[config.mk]
export PLATFORM = sky130hd
export DESIGN_NAME = brz_slice_sync
export DESIGN_NICKNAME = d
export VERILOG_FILES = /design/src/rtl/brz_slice_sync.sv
export SDC_FILE = /design/constraint.sdc
export NUM_CORES = 1
export LEC_CHECK = 0
export ABC_CLOCK_PERIOD_IN_PS = 1900
export CELL_PAD_IN_SITES_DETAIL_PLACEMENT = 0
export CELL_PAD_IN_SITES_GLOBAL_PLACEMENT = 1
export CORE_AREA = 2 2 57 59
export DETAILED_ROUTE_END_ITERATION = 8
export DIE_AREA = 0 0 59 61
export GPL_TIMING_DRIVEN = 0
export PLACE_DENSITY = 0.75
export SKIP_LAST_GASP = 1
export SLEW_MARGIN = 20
export SYNTH_ARGS = -nofsm -noshare
export SYNTH_HDL_FRONTEND = slang
export SYNTH_SLANG_ARGS = --single-unit
[constraint.sdc]
create_clock -name clk -period 1.9 [get_ports clk]
set_input_delay 0.19 -clock clk [delete_from_list [all_inputs] [get_ports clk]]
set_output_delay 0.19 -clock clk [all_outputs]
set_load 0.03 [all_outputs]
[src/rtl/brz_slice_sync.sv]
// brz_slice_sync: clocked bit-slice handshake stage.
// Pulls a word from a four-phase producer, keeps the selected bit field in a
// one-entry buffer, and hands it to a four-phase consumer. With PREFETCH set,
// the buffer refills as soon as it empties, so a waiting word is delivered one
// cycle after the consumer requests it.
module brz_slice_sync #(
    parameter int INPUT_WIDTH  = 18,
    parameter int OUTPUT_WIDTH = 16,
    parameter int LOW_INDEX    = 1,
    parameter int PREFETCH     = 0
) (
    input  logic                    clk,
    input  logic                    rst,
    input  logic                    out_0r,
    output logic                    out_0a,
    output logic [OUTPUT_WIDTH-1:0] out_0d,
    output logic                    inp_0r,
    input  logic                    inp_0a,
    input  logic [INPUT_WIDTH-1:0]  inp_0d
);

    // The selected field must fit entirely inside the input word.
    if (LOW_INDEX < 0 || LOW_INDEX + OUTPUT_WIDTH > INPUT_WIDTH) begin : g_bad_slice
        $error("brz_slice_sync: LOW_INDEX + OUTPUT_WIDTH exceeds INPUT_WIDTH");
    end

    localparam bit PREFETCH_EN = (PREFETCH != 0);

    typedef enum logic [1:0] {
        IN_IDLE,
        IN_REQ,
        IN_RTZ
    } in_state_t;

    typedef enum logic {
        OUT_IDLE,
        OUT_ACK
    } out_state_t;

    in_state_t               in_state_q, in_state_d;
    out_state_t              out_state_q, out_state_d;
    logic                    full_q, full_d;
    logic [OUTPUT_WIDTH-1:0] buf_q, buf_d;
    logic                    inp_0r_d;
    logic                    out_0a_d;

    // Bits outside the field are deliberately discarded.
    logic unused_inp_bits;
    assign unused_inp_bits = ^inp_0d;

    // The buffer is only written while empty, so it is stable while out_0a is high.
    assign out_0d = buf_q;

    // Next-state and next-output logic for both handshake FSMs.
    always_comb begin
        // NOTE: every signal written here gets a default first, so no latch is inferred.
        in_state_d  = in_state_q;
        out_state_d = out_state_q;
        full_d      = full_q;
        buf_d       = buf_q;
        inp_0r_d    = inp_0r;
        out_0a_d    = out_0a;

        // Producer side: fetch when empty and either prefetching or the consumer waits.
        case (in_state_q)
            IN_IDLE: begin
                if (!full_q && (PREFETCH_EN || (out_0r && !out_0a))) begin
                    inp_0r_d   = 1'b1;
                    in_state_d = IN_REQ;
                end
            end
            IN_REQ: begin
                if (inp_0a) begin
                    buf_d      = inp_0d[LOW_INDEX +: OUTPUT_WIDTH];
                    full_d     = 1'b1;
                    inp_0r_d   = 1'b0;
                    in_state_d = IN_RTZ;
                end
            end
            IN_RTZ: begin
                if (!inp_0a) begin
                    in_state_d = IN_IDLE;
                end
            end
            default: begin
                in_state_d = IN_IDLE;
            end
        endcase

        // Consumer side: acknowledge a request once the buffer holds data, then
        // free the buffer when the request returns to zero. Setting and clearing
        // full are mutually exclusive (one needs full low, the other full high).
        case (out_state_q)
            OUT_IDLE: begin
                if (out_0r && full_q) begin
                    out_0a_d    = 1'b1;
                    out_state_d = OUT_ACK;
                end
            end
            OUT_ACK: begin
                if (!out_0r) begin
                    out_0a_d    = 1'b0;
                    full_d      = 1'b0;
                    out_state_d = OUT_IDLE;
                end
            end
            default: begin
                out_state_d = OUT_IDLE;
            end
        endcase
    end

    // State and output registers; synchronous reset overrides any handshake in progress.
    always_ff @(posedge clk) begin
        if (rst) begin
            in_state_q  <= IN_IDLE;
            out_state_q <= OUT_IDLE;
            full_q      <= 1'b0;
            buf_q       <= '0;
            inp_0r      <= 1'b0;
            out_0a      <= 1'b0;
        end else begin
            // NOTE: non-blocking assignments so every register updates from pre-edge values.
            in_state_q  <= in_state_d;
            out_state_q <= out_state_d;
            full_q      <= full_d;
            buf_q       <= buf_d;
            inp_0r      <= inp_0r_d;
            out_0a      <= out_0a_d;
        end
    end

endmodule

==> summary.md <==
| Metric | Value |
|---|---|
| Critical Setup Path Class | `register to primary output` |
| PortBufs | `37` |
| Post-CTS Setup Inserts | `0` |
| Maximum vdd drop | `0.309 mV` |
| Row count | `20` |
| TritonCTS Sinks | `22` |
| Vias in the first global route | `744` |
| Core area | `2950 sq um` |
| Drt via density | `4.54` |
| CTS buffer count | `3` |
| Top cell type's share of synthesized area | `52.2%` |
| Layout area overhead | `53.1%` |
| Die Width | `59 microns` |
| PostCTS Resize Cnt | `0` |
| Status | `finished clean` |
| Post-synthesis sequential area ratio | `52.2%` |
| Global Route Usage Sum | `11.7%` |
| Syn Nets | `116` |
| Worst-Skew Late Latency | `290 ps` |
| Most common cell after layout, fill and taps aside | `clkdlybuf4s50_1` |
| CTS tree | `done` |
| Max Fclk | `655 MHz` |
| # setup viols final | `0` |
| Tcrit/Tclk final | `80.4%` |
| Worst slack at placement | `375 ps` |
| Ports | `40` |
| Die height | `61 microns` |
| Final Total Pwr | `0.934 mW` |
| Total Neg Setup Slack | `0 ps` |
| # DRC | `0` |
| CP max-delay cell | `clkdlybuf4s50_1` |
| Largest delay share family, worst path | `buffers and inverters` |
| Largest net degree at the start of global routing | `13` |
| Most area-hungry cell type in the Yosys netlist | `dfxtp_1` |
| Setup ws final | `373 ps` |
| Filler Cell Count | `316` |
| Buffers & Inverters on Critical Path | `1` |
| Top FF cell, synth | `dfxtp_1` |
| Post-synth ARST share | `0%` |
| Grt ovf | `0` |
| Root Driver | `clkbuf_4` |
| Slew HR | `55.2%` |
| Final nets | `158` |
| TritonRoute pass-1 iters | `4` |
| Clock Path Buffers | `2` |
| Critical Path End Type | `primary output` |
| Final WL | `1.88 mm` |
| Pwr/cell area | `724 nW/um^2` |
| Hold WC Path Type | `primary input to register` |
| Hold Buf Count CTS | `0` |
| Post-synth cell types | `21` |
| Share of layout cells above drive strength 1 | `14.8%` |
| Detail Placement HPWL | `1.41 mm` |
| Final count of pins violating max slew | `0` |
| Most frequent cells in the layout | `clkdlybuf4s50_1, nand2_1, dfxtp_1` |
| Syn Inst Count | `94` |
| Clock Pin Slew Worst Setup and Hold Paths | `120 ps` |
| ANT nets after route | `0` |
| EDFF count, synth | `0` |
| Starting Density | `28.6%` |
| Max FO, Critical Path | `2` |
| Crit path cell chain | `clkdlybuf4s50_1` |
| Arr. time, crit path | `1340 ps` |
| WP data required | `1710 ps` |
| DR iter-0 viols | `15` |
| Final min period | `1530 ps` |
| Flops & latches, synth | `22` |
| Syn Area/Cell | `8.97 sq um` |
| Die area | `3600 sq um` |
| Post-Synthesis Cell Area | `843 sq um` |
| Dominant cells by area after synthesis | `dfxtp_1, nand2_1, a21oi_2, a21oi_1, buf_12` |
| Measured slew at the worst slew-check pin | `672 ps` |
| Max cap viols | `0` |
| CTS H-Tree Depth | `1` |
| Synth warn | `0` |
| CP max stage delay | `690 ps` |
| First-pass GRT wire length | `3.18 mm` |
| Initial antenna violation count | `0` |
| Clk_skew | `0.915 ps` |
| RSZ-0062 raised after global routing | `false` |
| Final Hold Viols | `0` |
| RD Place Congestion | `0.687` |
| Worst Setup Start Kind | `register` |
| Total number of vias | `762` |
| Post-layout util | `43.7%` |
| Number of diodes | `0` |
| Wire per inst | `11.2 microns` |
| Leak | `0.434 nW` |
==> final timing paths <==
check                start  slack, ps  depth (start not counted)         end
min reg2reg     out_0d[11]        460                          2  out_0d[11]
max             out_0d[14]        370                          1  out_0d[14]
min              inp_0d[9]        430                          3   out_0d[8]
max reg2reg  in_state_q[1]        680                          4   out_0d[2]
==> cell families (layout without fill, tap and decap cells) <==
| logic type | count (synthesis) | count (layout) | synth area share (%) |
|---|---|---|---|
| AND/OR/NAND/NOR | 45 | 45 | 24.6 |
| XOR/XNOR | 1 | 1 | 1.04 |
| flip-flops | 22 | 22 | 52.2 |
| AO/OA/AOI/OAI | 19 | 19 | 16.0 |
| buffers and inverters | 7 | 48 | 6.08 |
==> cell type report <==
type | instances | area, sq um | share of cell area (%)
Sequential cell | 22 | 440 | 34.1
Timing Repair Buffer | 37 | 370 | 28.7
Multi-Input combinational cell | 65 | 352 | 27.2
Buffer | 5 | 43.8 | 3.39
Tap cell | 33 | 41.3 | 3.20
Clock buffer | 4 | 36.3 | 2.81
Inverter | 2 | 7.51 | 0.581
==> worst register-to-register path: stages (launching register included) <==
cell and delay (ps):
dfxtp_1 370, nand3b_2 320, buf_2 240, nand2_1 110, a21oi_2 60
==> per-layer routing <==
metal	vias up	global-route usage [%]	part of all wire, %	wire length, microns
met5	-	0	0	0
met4	0	3.90	0.053	1
met3	2	4.05	9.1	171
met2	29	19.5	44	819
met1	341	14.0	47	886
li1	390	-	-	-
==> sequential cells by signal (all words and copies together), names as in the netlist <==
name         cells
out_0d          16
in_state_q       2
full_q           1
inp_0r           1
out_0a           1
out_state_q      1
==> synthesized netlist by cell type (2+ instances only) <==
master	number
inv_1	2
a21oi_1	8
nand2_2	2
buf_1	2
nor3_1	3
dfxtp_1	22
a21oi_2	10
nor2_1	3
nand2_1	30
==> where the power goes <==
group,internal [mW],leakage (nW),switching (mW),total [mW]
logic,0.0941,0.234,0.0907,0.185
registers,0.484,0.179,0.0149,0.499
clock network,0.117,0.0210,0.134,0.251
==> stage by stage <==
step / hold slack, ps / cells / area, sq um
2_1_floorplan: 266 / 94 / 843
3_3_place_gp: 443 / 164 / 1250
3_5_place_dp: 449 / 164 / 1250
4_1_cts: 417 / 168 / 1290
5_1_grt: 409 / 168 / 1290
6_report: 427 / 168 / 1290
(Power assumes the default switching activity.)
